===== src/rtl/fpga_cfg_pkg.sv =====
// Shared types and defaults for the configuration-chain loader.
// Holds the loader state encoding and the default chain/word geometry.
package fpga_cfg_pkg;

    localparam int CHAIN_LEN_DEF = 27;
    localparam int WORD_W_DEF    = 32;

    typedef enum logic [1:0] {
        ST_IDLE,
        ST_WAIT_WORD,
        ST_SHIFT,
        ST_DONE
    } ld_state_e;

endpackage


===== src/rtl/ccff_word_serializer.sv =====
// Per-word shift register: latches a host word and presents it LSB first.
// last_bit flags the cycle that carries the final bit of the word.
module ccff_word_serializer
    import fpga_cfg_pkg::*;
#(
    parameter int WORD_W = WORD_W_DEF
) (
    input  logic              clk,
    input  logic              rst,
    input  logic              load,
    input  logic              shift,
    input  logic [WORD_W-1:0] data,
    output logic              head_bit,
    output logic              last_bit
);

    localparam int IW = (WORD_W > 1) ? $clog2(WORD_W) : 1;
    localparam logic [IW-1:0] IDX_LAST = IW'(WORD_W - 1);

    logic [WORD_W-1:0] shreg_q, shreg_d;
    logic [IW-1:0]     idx_q, idx_d;

    always_comb begin
        shreg_d = shreg_q;
        idx_d   = idx_q;
        if (load) begin
            shreg_d = data;
            idx_d   = '0;
        end else if (shift) begin
            shreg_d = shreg_q >> 1;
            idx_d   = idx_q + 1'b1;
        end
    end

    always_ff @(posedge clk) begin
        if (rst) begin
            shreg_q <= '0;
            idx_q   <= '0;
        end else begin
            shreg_q <= shreg_d;
            idx_q   <= idx_d;
        end
    end

    assign head_bit = shreg_q[0];
    assign last_bit = (idx_q == IDX_LAST);

endmodule


===== src/rtl/ccff_chain_loader.sv =====
// Streams host words into a configuration flip-flop chain and packs the
// bits falling out of the tail back into readback words.
module ccff_chain_loader
    import fpga_cfg_pkg::*;
#(
    parameter int CHAIN_LEN = CHAIN_LEN_DEF,
    parameter int WORD_W    = WORD_W_DEF
) (
    input  logic              prog_clk,
    input  logic              pReset,
    input  logic              start,
    input  logic              abort,
    input  logic              s_valid,
    output logic              s_ready,
    input  logic [WORD_W-1:0] s_data,
    output logic              ccff_head,
    output logic              config_enable,
    input  logic              ccff_tail,
    output logic              rb_valid,
    output logic [WORD_W-1:0] rb_data,
    output logic              busy,
    output logic              done,
    output logic              err
);

    localparam int CW = $clog2(CHAIN_LEN + 1);
    localparam int RW = (WORD_W > 1) ? $clog2(WORD_W) : 1;
    localparam logic [CW-1:0] CNT_LAST = CW'(CHAIN_LEN - 1);
    localparam logic [RW-1:0] RB_LAST  = RW'(WORD_W - 1);

    ld_state_e         state_q, state_d;
    logic [CW-1:0]     cnt_q, cnt_d;
    logic [RW-1:0]     rb_idx_q, rb_idx_d;
    logic [WORD_W-1:0] rb_acc_q, rb_acc_d;
    logic [WORD_W-1:0] rb_data_q, rb_data_d;
    logic              rb_valid_q, rb_valid_d;
    logic              err_q, err_d;

    logic              shifting;
    logic              ser_load;
    logic              ser_head;
    logic              ser_last;
    logic              chain_end;
    logic [WORD_W-1:0] rb_next;

    assign shifting  = (state_q == ST_SHIFT);
    assign ser_load  = (state_q == ST_WAIT_WORD) && s_valid && !abort;
    assign chain_end = (cnt_q == CNT_LAST);
    assign rb_next   = rb_acc_q | (WORD_W'(ccff_tail) << rb_idx_q);

    ccff_word_serializer #(
        .WORD_W(WORD_W)
    ) u_ser (
        .clk     (prog_clk),
        .rst     (pReset),
        .load    (ser_load),
        .shift   (shifting),
        .data    (s_data),
        .head_bit(ser_head),
        .last_bit(ser_last)
    );

    always_comb begin
        state_d    = state_q;
        cnt_d      = cnt_q;
        rb_idx_d   = rb_idx_q;
        rb_acc_d   = rb_acc_q;
        rb_data_d  = rb_data_q;
        rb_valid_d = 1'b0;
        err_d      = err_q;

        // Tail capture runs on every shift; a full or final word is published.
        if (shifting) begin
            cnt_d    = cnt_q + 1'b1;
            rb_acc_d = rb_next;
            rb_idx_d = rb_idx_q + 1'b1;
            if (rb_idx_q == RB_LAST || chain_end) begin
                rb_valid_d = 1'b1;
                rb_data_d  = rb_next;
                rb_acc_d   = '0;
                rb_idx_d   = '0;
            end
        end

        unique case (state_q)
            ST_IDLE: begin
                if (start) begin
                    state_d  = ST_WAIT_WORD;
                    err_d    = 1'b0;
                    cnt_d    = '0;
                    rb_idx_d = '0;
                    rb_acc_d = '0;
                end
            end
            ST_WAIT_WORD: begin
                if (abort) begin
                    state_d = ST_IDLE;
                    err_d   = 1'b1;
                end else if (s_valid) begin
                    state_d = ST_SHIFT;
                end
            end
            ST_SHIFT: begin
                if (abort) begin
                    state_d    = ST_IDLE;
                    err_d      = 1'b1;
                    rb_valid_d = 1'b0;
                    rb_data_d  = rb_data_q;
                end else if (ser_last || chain_end) begin
                    state_d = chain_end ? ST_DONE : ST_WAIT_WORD;
                end
            end
            ST_DONE: begin
                state_d = ST_IDLE;
            end
        endcase
    end

    always_ff @(posedge prog_clk) begin
        if (pReset) begin
            state_q    <= ST_IDLE;
            cnt_q      <= '0;
            rb_idx_q   <= '0;
            rb_acc_q   <= '0;
            rb_data_q  <= '0;
            rb_valid_q <= 1'b0;
            err_q      <= 1'b0;
        end else begin
            state_q    <= state_d;
            cnt_q      <= cnt_d;
            rb_idx_q   <= rb_idx_d;
            rb_acc_q   <= rb_acc_d;
            rb_data_q  <= rb_data_d;
            rb_valid_q <= rb_valid_d;
            err_q      <= err_d;
        end
    end

    assign s_ready       = (state_q == ST_WAIT_WORD);
    assign config_enable = shifting;
    assign ccff_head     = shifting & ser_head;
    assign busy          = (state_q == ST_WAIT_WORD) || shifting;
    assign done          = (state_q == ST_DONE);
    assign rb_valid      = rb_valid_q;
    assign rb_data       = rb_data_q;
    assign err           = err_q;

endmodule


===== config.mk =====
export PLATFORM = sky130hd
export DESIGN_NAME = ccff_chain_loader
export DESIGN_NICKNAME = d
export VERILOG_FILES = /design/src/rtl/fpga_cfg_pkg.sv /design/src/rtl/ccff_word_serializer.sv /design/src/rtl/ccff_chain_loader.sv
export SDC_FILE = /design/constraint.sdc
export NUM_CORES = 1
export LEC_CHECK = 0
export BUFFER_PORTS_ARGS = -buffer_cell sky130_fd_sc_hd__buf_2
export CORE_UTILIZATION = 50
export CTS_CLUSTER_DIAMETER = 50
export DETAILED_ROUTE_END_ITERATION = 8
export PLACE_DENSITY = 0.72
export SYNTH_ARGS = -nofsm -noshare
export SYNTH_HDL_FRONTEND = slang
export SYNTH_HIERARCHICAL = 1
export SYNTH_SLANG_ARGS = --single-unit

===== constraint.sdc =====
create_clock -name prog_clk -period 2.1 [get_ports prog_clk]
set_input_delay 0.42 -clock prog_clk [delete_from_list [all_inputs] [get_ports prog_clk]]
set_output_delay 0.42 -clock prog_clk [all_outputs]
set_load 0.01 [all_outputs]

# Yosys cells after proc, flatten, opt, wreduce, memory -nomap -nowiden
# Index checks and enable logic that the tools add are counted.
dict set report word_totals {
  regBits 115
  latchBits 0
  ramBits 0
  mem_bits_ro 0
  input_bits 38
  output_inout_bits 39
  word_cells 70
  n_memories 0
}
dict set report op_classes {
  addsub 3
  n_mul 0
  div 0
  order_cmp 0
  n_eq_ne 11
  shift 1
  muxes 31
  bitwise 2
  reduce_logical 13
}
# operator n
set ops {}
lappend ops {{$mux 32} 10}
lappend ops {{$mux 5} 7}
lappend ops {{$or 32x32->32} 1}
lappend ops {{$shl 1x5->32} 1}
lappend ops {{$add 5x1->5 const B} 3}
lappend ops {{$eq 5x5->1 const B} 3}
lappend ops {{$mux 2} 6}
lappend ops {{$pmux 2 s4} 1}
lappend ops {{$mux 1} 6}
lappend ops {{$reduce_and 3->1} 2}
lappend ops {{$eq 2x2->1 const B} 2}
lappend ops {{$ne 2x2->1 const B} 2}
lappend ops {{$reduce_bool 2->1} 2}
lappend ops {{$reduce_or 2->1} 2}
lappend ops {{$logic_or 1x1->1} 3}
lappend ops {{$ne 3x2->1 const B} 1}
lappend ops {{$ne 3x3->1 const B} 1}
lappend ops {{$eq 2x1->1 const B} 1}
lappend ops {{$logic_and 1x1->1} 2}
lappend ops {{$logic_not 2->1} 1}
lappend ops {{$ne 2x1->1 const B} 1}
lappend ops {{$pmux 1 s2} 1}
lappend ops {{$and 1x1->1} 1}
lappend ops {{$logic_not 1->1} 1}

# Logic depth before layout (Yosys ltp)
# Gate-level depths: netlist of the first run.
dict set report logic_depth {
  ltp_word 6
  ltp_mapped 8
  depth_no_buf 7
}

# Modules after synthesis
# Netlist of the first run, hierarchy kept.
# mod instances cells_each area_each_um2 seq_area_each_um2
set modules_own_cells {}
lappend modules_own_cells {ccff_chain_loader 1 383 3099.2 1561.5}
lappend modules_own_cells {ccff_word_serializer 1 166 1722.9 740.7}

# Least setup slack after synthesis of the first run
# OpenSTA, ideal clock, no wires.
dict set report synth_timing {
  kind {register to register}
  startpoint {register state_q[0]}
  endpoint {register rb_acc_q[0]}
  setup_ps 117
  arrival_time_ps 1686
  path_slack_ps 297
  path_stages_with_launch 7
  synth_period_minus_slack_ps 1803
  cell_sequence {dfxtp_1 -> inv_1 -> ha_1 -> clkinv_1 -> o21bai_2 -> buf_2 -> nor2_1}
}
dict set report synth_via {
  elab_chain_len 4
  word_cells_on_any_way 5
  classes_between {eq/ne (1); mux (3); reduce/logical (1)}
}
# item line
set synth_rtl {}
lappend synth_rtl {{start: declaration} ccff_chain_loader.sv:31} ;# ld_state_e state_q, state_d;
lappend synth_rtl {{start signal: assignment} ccff_chain_loader.sv:129} ;# state_q <= state_d;
lappend synth_rtl {{$eq 2x2->1 (*)} ccff_chain_loader.sv:46} ;# assign shifting = (state_q == ST_SHIFT);
lappend synth_rtl {{net config_enable} ccff_chain_loader.sv:17} ;# output logic config_enable,
lappend synth_rtl {{$mux 32 (*)} ccff_chain_loader.sv:73} ;# if (shifting) begin
lappend synth_rtl {{$mux 32} ccff_chain_loader.sv:87} ;# if (start) begin
lappend synth_rtl {{$mux 32 (*)} ccff_chain_loader.sv:85} ;# unique case (state_q)
lappend synth_rtl {{end signal: assignment} ccff_chain_loader.sv:132} ;# rb_acc_q <= rb_acc_d;
lappend synth_rtl {{end: declaration} ccff_chain_loader.sv:34} ;# logic [WORD_W-1:0] rb_acc_q, rb_acc_d;
# The timed path passes the listed nets; every way through them passes the cells marked *.
# A chain may end at the register's enable or synchronous reset.

# Worst setup path in the final report of the first run
dict set report layout_timing {
  startpoint {register state_q[0]}
  endpoint {output ccff_head}
}
dict set report layout_via {
  elab_chain_len 2
}
# item line
set layout_rtl {}
lappend layout_rtl {{$eq 2x2->1} ccff_chain_loader.sv:46}
lappend layout_rtl {{$and 1x1->1} ccff_chain_loader.sv:141} ;# assign ccff_head = shifting & ser_head;
lappend layout_rtl {{end: declaration} ccff_chain_loader.sv:16} ;# output logic ccff_head,
# Every way passes these cells.

==> impl_metrics.csv, run 1 <==
group,metric,value,unit
global_routing,grt_overflow_total,0,
timing,grt_setup_unrepaired,"false",
timing,max_clock_freq,500,MHz
pwr,power.share.clock,51.9,%
timing,worst-slew-pin-transition,0.472,ns
routing,via_per_inst,5.25,
timing,pins_over_their_slew_limit,0,
logic_synthesis,yosys.area.top_type_share,47.7,%
floorplan,design.die.area,0.0100,sq mm
logic_synthesis,post-synth-top-area-cell,"sky130_fd_sc_hd__dfxtp_1",
global_routing,first_global_vias,3849,
clock_network,clkTransAtPathRegs,0.06,ns
routing,routed_wirelength,10700,microns
logic_synthesis,yosys.cell_types.count,41,
routing,postRouteAntennaNets,0,
floorplan,dieHeight,100,microns
worst_setup_path,critPathRequiredTime,1.68,ns
logic_synthesis,synth_common_cells,"121 x sky130_fd_sc_hd__nor2_1, 115 x sky130_fd_sc_hd__dfxtp_1, 68 x sky130_fd_sc_hd__nor3_1",
clock_network,clkLatencyLatePin,0.51,ns
clock_network,post_cts_resized,4,
placed_design,globalplace.congestion,0.774,
pwr,int_power,4.09,mW
pwr,share_seq_of_total_power,42.8,%
timing,slew_headroom,68.2,%
logic_synthesis,synthesis.instances,549,
clock_network,h-tree-depth,4,
layout,area_of_the_multi_input_gates,0.00232,sq mm
pwr,power.net_switching,1.17,mW
clock_network,hold_buffers,0,
logic_synthesis,postSynth.asyncResetShare,0,%
timing,setup_viol_count_final,0,
logic_synthesis,yosysMostFrequentCell,"sky130_fd_sc_hd__nor2_1",
worst_setup_path,end_kind,"output port",
timing,fin_worst_skew,0.0115,ns
clock_network,total_cts_buffers,17,
layout,drive_above_1_share,20.4,%
layout,nets,669,
layout,antenna_cells_inserted,0,
floorplan,fp.coreArea,0.00928,sq mm
global_routing,grt_antenna_before_repair,0,
timing,setup_tns,0,ns
logic_synthesis,postSynthAreaPerCell,8.78,sq um
clock_network,cts_setup_buffers,0,
clock_network,clock_sink_count,115,
logic_synthesis,synth_sequential_area_ratio,47.7,%
worst_setup_path,crit_fanout,19,
layout,number_of_fill_cells_in_the_layout,822,
placed_design,dp.final_hpwl,6930,microns
clock_network,tritoncts_clock_tree,"done",
floorplan,initial_core_util,51.9,%
pwr,power.share.combinational,5.3,%
floorplan,standard_cell_rows,35,
layout,seqCellArea,0.00230,sq mm
timing,fin_crit,2.00,ns
worst_setup_path,critical_path_arrival,1.58,ns
clock_network,bufs_on_longest_clock_path,2,
timing,holdWs,0.185,ns
placed_design,numPortBuffers,76,
routing,drt-pass1-iter-count,5,
routing,drc_errors,0,
pwr,vdd_ir_drop_max,0.592,mV
pwr,cellLeakagePower,2.26,nW
pwr,sw_share,22.2,%
logic_synthesis,mappedNetlistArea,0.00482,sq mm
routing,post_drt_wl_per_cell,14.0,microns
floorplan,io_pins,77,
logic_synthesis,number_of_enable_flip_flop_cells_after_synthesis,0,
floorplan,floorplan.die.width,100,microns
run_status,outcome,"finished clean",
logic_synthesis,synth_fp_nets,598,
logic_synthesis,synth.area.top_cells,"sky130_fd_sc_hd__dfxtp_1 48%, sky130_fd_sc_hd__nor2_1 9.4%, sky130_fd_sc_hd__mux2i_1 7.3%",
logic_synthesis,synth_ff_type,"sky130_fd_sc_hd__dfxtp_1",
clock_network,cts.root.buffer_cell,"sky130_fd_sc_hd__clkbuf_8",
global_routing,track_usage,22.5,%
global_routing,grt_start_max_net_pins,39,
layout,syn2layout_area_growth,22.3,%
timing,final-hold-violation-count,0,
global_routing,grt_pass1_wl,17700,microns
routing,overall_via_count_from_detail_route,4003,
pwr,power-per-cell-area,893,mW/mm^2
timing,min_period_over_period,95.3,%
logic_synthesis,synth-warning-count,6,
routing,detailedRoute.firstIterationViolations,176,
worst_hold_path,hold_class,"in2reg",
worst_setup_path,critical_path_class,"reg2out",
worst_setup_path,start_kind,"flop",
logic_synthesis,yosys_register_bits,115,
run,maxCapViolCount,0,
==> worst max-delay path, stage by stage, from the launching register on <==
cell and delay, ns:
sky130_fd_sc_hd__dfxtp_1 0.36, sky130_fd_sc_hd__inv_2 0.08, sky130_fd_sc_hd__ha_4 0.18, sky130_fd_sc_hd__buf_12 0.16
sky130_fd_sc_hd__and2_1 0.14, sky130_fd_sc_hd__buf_2 0.13
==> flip-flops by register name, summed over array words and instances (netlist names) <==
signal	flops
rb_valid	1
rb_acc_q	32
cnt_q	5
state_q	2
u_ser/idx_q	5
u_ser/shreg_q	32
rb_idx_q	5
err	1
rb_data	32
==> area by class of cell <==
type,count,share of cell area [%]
Timing Repair Buffer,89,8.74
Tap cell,129,2.74
Sequential cell,115,39.0
Multi-Input combinational cell,391,39.3
Inverter,6,0.382
Clock buffer,20,7.56
Clock inverter,12,2.21
==> final timing paths <==
check	startpoint	to	slack, ns	cells past startpoint
hold / removal	s_data[31]	u_ser/shreg_q[31]	0.19	3
setup reg to reg	state_q[1]	u_ser/shreg_q[29]	0.18	8
setup / recovery	state_q[0]	ccff_head	0.1	5
hold reg to reg	rb_acc_q[29]	rb_acc_q[29]	0.47	2
==> stage by stage <==
| step | util [%] | total power [mW] | worst slack [ns] | cells | instance area [sq um] |
|---|---|---|---|---|---|
| 2_1_floorplan | - | 2.48 | 0.297 | 549 | 4820 |
| 3_3_place_gp | 57.1 | 2.56 | 0.338 | 730 | 5300 |
| 3_5_place_dp | 57.1 | 2.57 | 0.214 | 730 | 5300 |
| 4_1_cts | 63.5 | 5.31 | 0.0200 | 762 | 5900 |
| 5_1_grt | 63.5 | 5.44 | 0.0149 | 762 | 5900 |
| 6_report | 63.5 | 5.26 | 0.0983 | 762 | 5900 |
==> cell usage in the layout (no fill, tap or decap), types with 4 or more instances in the layout <==
cell / netlist / routed
sky130_fd_sc_hd__inv_1: 5 / 4
sky130_fd_sc_hd__nor2b_1: 32 / 32
sky130_fd_sc_hd__nand2_1: 5 / 5
sky130_fd_sc_hd__mux2i_1: 35 / 35
sky130_fd_sc_hd__clkbuf_16: 0 / 16
sky130_fd_sc_hd__ha_1: 11 / 10
sky130_fd_sc_hd__xor2_1: 5 / 5
sky130_fd_sc_hd__nor2_1: 121 / 121
sky130_fd_sc_hd__nand3b_1: 6 / 6
sky130_fd_sc_hd__a211oi_1: 32 / 32
sky130_fd_sc_hd__a21oi_1: 37 / 37
sky130_fd_sc_hd__buf_4: 1 / 10
sky130_fd_sc_hd__nand2b_1: 4 / 4
sky130_fd_sc_hd__clkinv_2: 0 / 4
sky130_fd_sc_hd__nand4_1: 4 / 4
sky130_fd_sc_hd__dfxtp_1: 115 / 115
sky130_fd_sc_hd__buf_2: 15 / 76
sky130_fd_sc_hd__nor3_1: 68 / 68
==> metal layers <==
metal / wire length, microns / track usage [%] / vias up
met1: 4670 / 26.3 / 1844
met3: 637 / 7.03 / 8
met4: 102 / 8.58 / 0
met2: 5270 / 38.5 / 111
met5: 0 / 0 / -
li1: - / - / 2040
==> power groups by stage <==
stage / combinational [mW] / sequential (mW) / clock, mW
after floorplan: 0.184 / 2.29 / 0
after global placement: 0.264 / 2.30 / 0
after detailed placement: 0.272 / 2.30 / 0
after CTS: 0.277 / 2.25 / 2.78
after global routing: 0.304 / 2.26 / 2.88
final: 0.278 / 2.25 / 2.73
==> logic make-up after synthesis <==
| logic type | Yosys count | synth area share, % |
|---|---|---|
| DFF | 115 | 47.7 |
| muxes | 36 | 7.50 |
| xor gates and xnor gates | 8 | 1.45 |
| and+or+nand+nor | 259 | 25.9 |
| adders and majority gates | 11 | 2.85 |
| AOI/OAI and AO/OA | 77 | 10.1 |
| buffers and inverters | 43 | 4.44 |
Note: power is estimated with default switching activity, not from simulation.
==> inputs of run 2 (changes only) <==
--- a/config.mk
+++ b/config.mk
@@ -12,5 +12,4 @@
 export PLACE_DENSITY = 0.72
 export SYNTH_ARGS = -nofsm -noshare
 export SYNTH_HDL_FRONTEND = slang
-export SYNTH_HIERARCHICAL = 1
 export SYNTH_SLANG_ARGS = --single-unit
==> impl_metrics.csv, run 2 <==
group,metric,value,unit
run_status,outcome,"finished clean",
clock_network,clkLatencyLatePin,0.51,ns
routing,routed_wirelength,11200,microns
placed_design,globalplace.congestion,0.819,
layout,antenna_cells_inserted,0,
floorplan,design.die.area,0.00991,sq mm
timing,setup_viol_count_final,0,
routing,overall_via_count_from_detail_route,4150,
floorplan,floorplan.die.width,99.5,microns
timing,worst-slew-pin-transition,0.775,ns
run,maxCapViolCount,0,
logic_synthesis,synth_sequential_area_ratio,48.4,%
logic_synthesis,number_of_enable_flip_flop_cells_after_synthesis,0,
logic_synthesis,synth.area.top_cells,"sky130_fd_sc_hd__dfxtp_1 48%, sky130_fd_sc_hd__nor2_1 9.7%, sky130_fd_sc_hd__a211oi_1 7.7%",
floorplan,fp.coreArea,0.00924,sq mm
timing,final-hold-violation-count,0,
logic_synthesis,yosys.area.top_type_share,48.4,%
worst_setup_path,start_kind,"flop",
clock_network,tritoncts_clock_tree,"done",
timing,slew_headroom,48.3,%
routing,postRouteAntennaNets,0,
clock_network,hold_buffers,0,
worst_setup_path,critPathRequiredTime,1.68,ns
clock_network,h-tree-depth,4,
floorplan,io_pins,77,
worst_setup_path,crit_fanout,10,
logic_synthesis,post-synth-top-area-cell,"sky130_fd_sc_hd__dfxtp_1",
layout,layout_commonest_cell,"sky130_fd_sc_hd__nor2_1",
global_routing,grt_start_max_net_pins,74,
timing,holdWs,0.150,ns
placed_design,dp.final_hpwl,7200,microns
timing,fin_crit,2.00,ns
routing,drt-pass1-iter-count,4,
floorplan,standard_cell_rows,35,
worst_setup_path,crit_path_top_delay_cell,"sky130_fd_sc_hd__dfxtp_1",
pwr,cellLeakagePower,2.22,nW
logic_synthesis,postSynth.asyncResetShare,0,%
worst_setup_path,critical_path_class,"reg2out",
logic_synthesis,synth_fp_nets,585,
logic_synthesis,synth_common_cells,"123 x sky130_fd_sc_hd__nor2_1, 115 x sky130_fd_sc_hd__dfxtp_1, 49 x sky130_fd_sc_hd__a211oi_1, 49 x sky130_fd_sc_hd__nor3_1, 35 x sky130_fd_sc_hd__a21oi_1",
layout,number_of_fill_cells_in_the_layout,773,
routing,post_drt_wl_per_cell,14.9,microns
layout,layout_common_cells,"123 x sky130_fd_sc_hd__nor2_1, 114 x sky130_fd_sc_hd__dfxtp_1, 76 x sky130_fd_sc_hd__buf_2",
clock_network,total_cts_buffers,17,
logic_synthesis,synth_ff_type,"sky130_fd_sc_hd__dfxtp_1",
routing,via_per_inst,5.51,
clock_network,bufs_on_longest_clock_path,2,
clock_network,clock_sink_count,115,
pwr,power-per-cell-area,897,mW/mm^2
layout,util_after_layout,63.4,%
layout,syn2layout_area_growth,23.2,%
worst_setup_path,critical_path_arrival,1.58,ns
layout,drive_above_1_share,21.5,%
pwr,vdd_ir_drop_max,0.447,mV
clock_network,clkTransAtPathRegs,0.06,ns
layout,nets,660,
timing,min_period_over_period,95.2,%
timing,pins_over_their_slew_limit,0,
floorplan,dieHeight,99.5,microns
timing,grt_setup_unrepaired,"false",
logic_synthesis,mappedNetlistArea,0.00476,sq mm
timing,fin_worst_skew,0.00912,ns
global_routing,track_usage,24.0,%
worst_setup_path,cp_cell_sequence,"ha_4 > buf_4 > and2_1 > buf_2",
global_routing,first_global_vias,3948,
worst_setup_path,end_kind,"output port",
timing,max_clock_freq,500,MHz
clock_network,cts.root.buffer_cell,"sky130_fd_sc_hd__clkbuf_8",
worst_hold_path,hold_class,"in2reg",
worst_setup_path,longest_individual_stage_delay_on_the_worst_path,0.42,ns
placed_design,dpl_worst_slack,0.254,ns
logic_synthesis,yosys_register_bits,115,
floorplan,initial_core_util,51.5,%
logic_synthesis,synthesis.instances,536,
routing,detailedRoute.firstIterationViolations,171,
placed_design,numPortBuffers,76,
global_routing,grt_overflow_total,0,
logic_synthesis,yosysMostFrequentCell,"sky130_fd_sc_hd__nor2_1",
global_routing,grt_pass1_wl,18800,microns
pwr,design_power_total,5.26,mW
timing,setup_tns,0,ns
logic_synthesis,yosys.cell_types.count,40,
logic_synthesis,synth-warning-count,0,
global_routing,grt_antenna_before_repair,0,
timing,post-route-worst-setup-slack,0.101,ns
logic_synthesis,postSynthAreaPerCell,8.88,sq um
routing,drc_errors,0,
[run 2: cell types whose count changed after synthesis, sizes merged, moves of 9 or more]
cell / previous run / this run
nor2b: 32 / 2
a211oi: 32 / 49
nor3: 68 / 51
a311oi: 0 / 9
[run 2: worst max-delay path, delay by kind of cell (launching register included)]
kind | cells | cell delay, ns
AND/OR/NAND/NOR | 1 | 0.13
buffers and inverters | 2 | 0.30
adder cells (fa/ha/maj) | 1 | 0.22
flip-flops | 1 | 0.42
[run 2: stage by stage]
stage,instance area (sq um),cells
finish,5860,753
global route,5860,753
CTS,5860,753
detailed placement,5280,721
global placement,5280,721
floorplan,4760,536
[run 2: cell type report]
type,instances,area (sq um),share of cell area (%)
Clock inverter,14,155,2.65
Tap cell,129,161,2.75
Inverter,8,30.0,0.512
Sequential cell,115,2300,39.3
Timing Repair Buffer,94,541,9.22
Multi-Input combinational cell,375,2250,38.4
Clock buffer,18,418,7.13
[run 2: path summary, 6_finish.rpt]
| check | from | to | slack (ns) | cells after the start |
|---|---|---|---|---|
| worst max register to register | state_q[1] | u_ser.shreg_q[8] | 0.15 | 7 |
| worst min register to register | rb_acc_q[13] | rb_acc_q[13] | 0.47 | 2 |
| worst max-delay path | state_q[1] | ccff_head | 0.10 | 4 |
| worst min-delay path | s_data[31] | u_ser.shreg_q[31] | 0.15 | 3 |
[run 2: kinds of logic (layout without fill, tap and decap cells)]
family / count (synthesis) / after routing / share of synthesized area [%]
compound gates: 105 / 105 / 14.8
fa+ha+maj: 11 / 11 / 2.89
buf+inv: 46 / 134 / 4.50
flops: 115 / 115 / 48.4
mux: 33 / 33 / 6.94
simple gates: 217 / 217 / 20.8
xor+xnor: 9 / 9 / 1.66
[run 2: what timing repair did]
action / in CTS / in global routing
gates cloned: 0 / 0
endpoints found under the setup margin: 1 / 1
setup buffers: 0 / 0
gates resized for setup: 1 / 2
pin swaps: 0 / 0
[run 2: routing by layer]
metal | share of wire [%] | GRT usage [%] | routed length (microns) | up-vias
li1 | - | - | - | 2051
met2 | 48 | 38.0 | 5380 | 128
met1 | 45 | 30.6 | 5090 | 1957
met4 | 1.5 | 10.4 | 168 | 0
met3 | 5.1 | 6.68 | 574 | 14
met5 | 0 | 0 | 0 | -
[run 2: where the power goes]
part / switching, mW / internal [mW]
logic: 0.156 / 0.104
registers: 0.0256 / 2.23
clock network: 1.05 / 1.70
total: 1.23 / 4.03
==> inputs of run 3 (changes only) <==
--- a/config.mk
+++ b/config.mk
@@ -6,6 +6,7 @@
 export NUM_CORES = 1
 export LEC_CHECK = 0
 export BUFFER_PORTS_ARGS = -buffer_cell sky130_fd_sc_hd__buf_2
+export CORE_MARGIN = 10
 export CORE_UTILIZATION = 50
 export CTS_CLUSTER_DIAMETER = 50
 export DETAILED_ROUTE_END_ITERATION = 8
==> impl_metrics.csv, run 3 (synthesis results as in run 2) <==
group,metric,value,unit
clock_network,cts_setup_buffers,0,
placed_design,numPortBuffers,76,
layout,antenna_cells_inserted,0,
worst_setup_path,critical_path_class,"reg2out",
worst_setup_path,cp_cell_sequence,"inv_1 > ha_2 > buf_12 > and2_1 > buf_2",
timing,setup_tns,0,ns
pwr,vdd_ir_drop_max,0.549,mV
placed_design,globalplace.congestion,0.844,
floorplan,standard_cell_rows,35,
global_routing,grt_pass1_wl,20000,microns
worst_setup_path,crit_fanout,26,
timing,setup_viol_count_final,0,
clock_network,bufs_on_longest_clock_path,2,
clock_network,h-tree-depth,4,
routing,postRouteAntennaNets,0,
routing,drc_errors,0,
routing,via_per_inst,5.46,
routing,routed_wirelength,11800,microns
clock_network,tritoncts_clock_tree,"done",
pwr,cellLeakagePower,2.24,nW
timing,max_clock_freq,489,MHz
worst_setup_path,start_kind,"flop",
layout,layout_common_cells,"123 x sky130_fd_sc_hd__nor2_1, 115 x sky130_fd_sc_hd__dfxtp_1, 76 x sky130_fd_sc_hd__buf_2",
pwr,power-per-cell-area,937,mW/mm^2
timing,worst-slew-pin-transition,0.757,ns
timing,grt_setup_unrepaired,"false",
floorplan,fp.coreArea,0.00924,sq mm
floorplan,io_pins,77,
clock_network,total_cts_buffers,17,
timing,pins_over_their_slew_limit,0,
placed_design,dpl-instance-area,0.00526,sq mm
routing,detailedRoute.firstIterationViolations,386,
worst_setup_path,crit_path_top_delay_cell,"sky130_fd_sc_hd__dfxtp_1",
clock_network,post_cts_resized,0,
clock_network,clkLatencyLatePin,0.51,ns
timing,min_period_over_period,97.3,%
timing,fin_crit,2.04,ns
floorplan,initial_core_util,51.5,%
global_routing,track_usage,17.0,%
clock_network,hold_buffers,0,
placed_design,dp.final_hpwl,7830,microns
worst_setup_path,cp_num_buf_inv,3,
layout,number_of_fill_cells_in_the_layout,749,
global_routing,grt_antenna_before_repair,0,
layout,nets,658,
worst_setup_path,critical_path_arrival,1.62,ns
global_routing,first_global_vias,4062,
layout,final_area,0.00590,sq mm
routing,post_drt_wl_per_cell,15.8,microns
layout,layout_commonest_cell,"sky130_fd_sc_hd__nor2_1",
worst_setup_path,longest_individual_stage_delay_on_the_worst_path,0.36,ns
timing,fin_worst_skew,0.00669,ns
timing,holdWs,0.155,ns
worst_setup_path,critPathRequiredTime,1.68,ns
global_routing,grt_overflow_total,0,
worst_setup_path,critPathTopFamily,"buffers and inverters",
routing,overall_via_count_from_detail_route,4101,
floorplan,dieHeight,118,microns
worst_hold_path,hold_class,"in2reg",
layout,drive_above_1_share,21.1,%
layout,syn2layout_area_growth,23.9,%
timing,slew_headroom,49.5,%
run,maxCapViolCount,0,
worst_setup_path,end_kind,"output port",
timing,final-hold-violation-count,0,
floorplan,design.die.area,0.0138,sq mm
floorplan,floorplan.die.width,118,microns
routing,drt-pass1-iter-count,5,
clock_network,clock_sink_count,115,
global_routing,grt_start_max_net_pins,74,
clock_network,cts.root.buffer_cell,"sky130_fd_sc_hd__clkbuf_8",
run_status,outcome,"finished clean",
clock_network,clkTransAtPathRegs,0.06,ns
[run 3: cell type report]
type / count / area [sq um] / share of cell area, %
clock buffer: 18 / 428 / 7.26
clock inverter: 14 / 205 / 3.48
inverter: 8 / 30.0 / 0.509
sequential: 115 / 2300 / 39.0
tap: 129 / 161 / 2.74
multi-input combinational: 375 / 2240 / 38.1
timing repair buffer: 92 / 526 / 8.91
[run 3: routing by layer]
metal  wire length, microns  global-route usage [%]  vias to the layer above
met5                      0                       0                        -
met3                    562                    4.65                        9
li1                       -                       -                     2056
met4                     91                    5.41                        0
met2                   5690                    27.3                      107
met1                   5500                    21.6                     1929
[run 3: where the power goes]
group | total, mW | internal [mW] | switching (mW)
sequential | 2.25 | 2.23 | 0.0248
clock | 3.02 | 1.97 | 1.05
combinational | 0.256 | 0.105 | 0.151
total | 5.53 | 4.30 | 1.22
[run 3: tightest hold or removal path, cell delays in order]
cell and delay (ns):
sky130_fd_sc_hd__buf_2 0.09, sky130_fd_sc_hd__nand2_1 0.05, sky130_fd_sc_hd__a21oi_1 0.05
[run 3: final timing paths]
kind	cells after the start	slack, ns	from	to
max	5	0.06	state_q[0]	ccff_head
min	3	0.16	s_data[31]	u_ser.shreg_q[31]
max reg2reg	7	0.22	state_q[0]	rb_acc_q[13]
min reg2reg	2	0.47	rb_acc_q[5]	rb_acc_q[5]
[run 3: stage by stage]
stage,util (%),power [mW],std cells,setup slack (ns)
6_report,63.8,5.53,751,0.0561
5_1_grt,63.8,5.70,751,0.00425
4_1_cts,63.8,5.56,751,0.0350
3_5_place_dp,57.0,2.55,719,0.258
3_3_place_gp,57.0,2.54,719,0.319
2_1_floorplan,-,2.47,536,0.0543
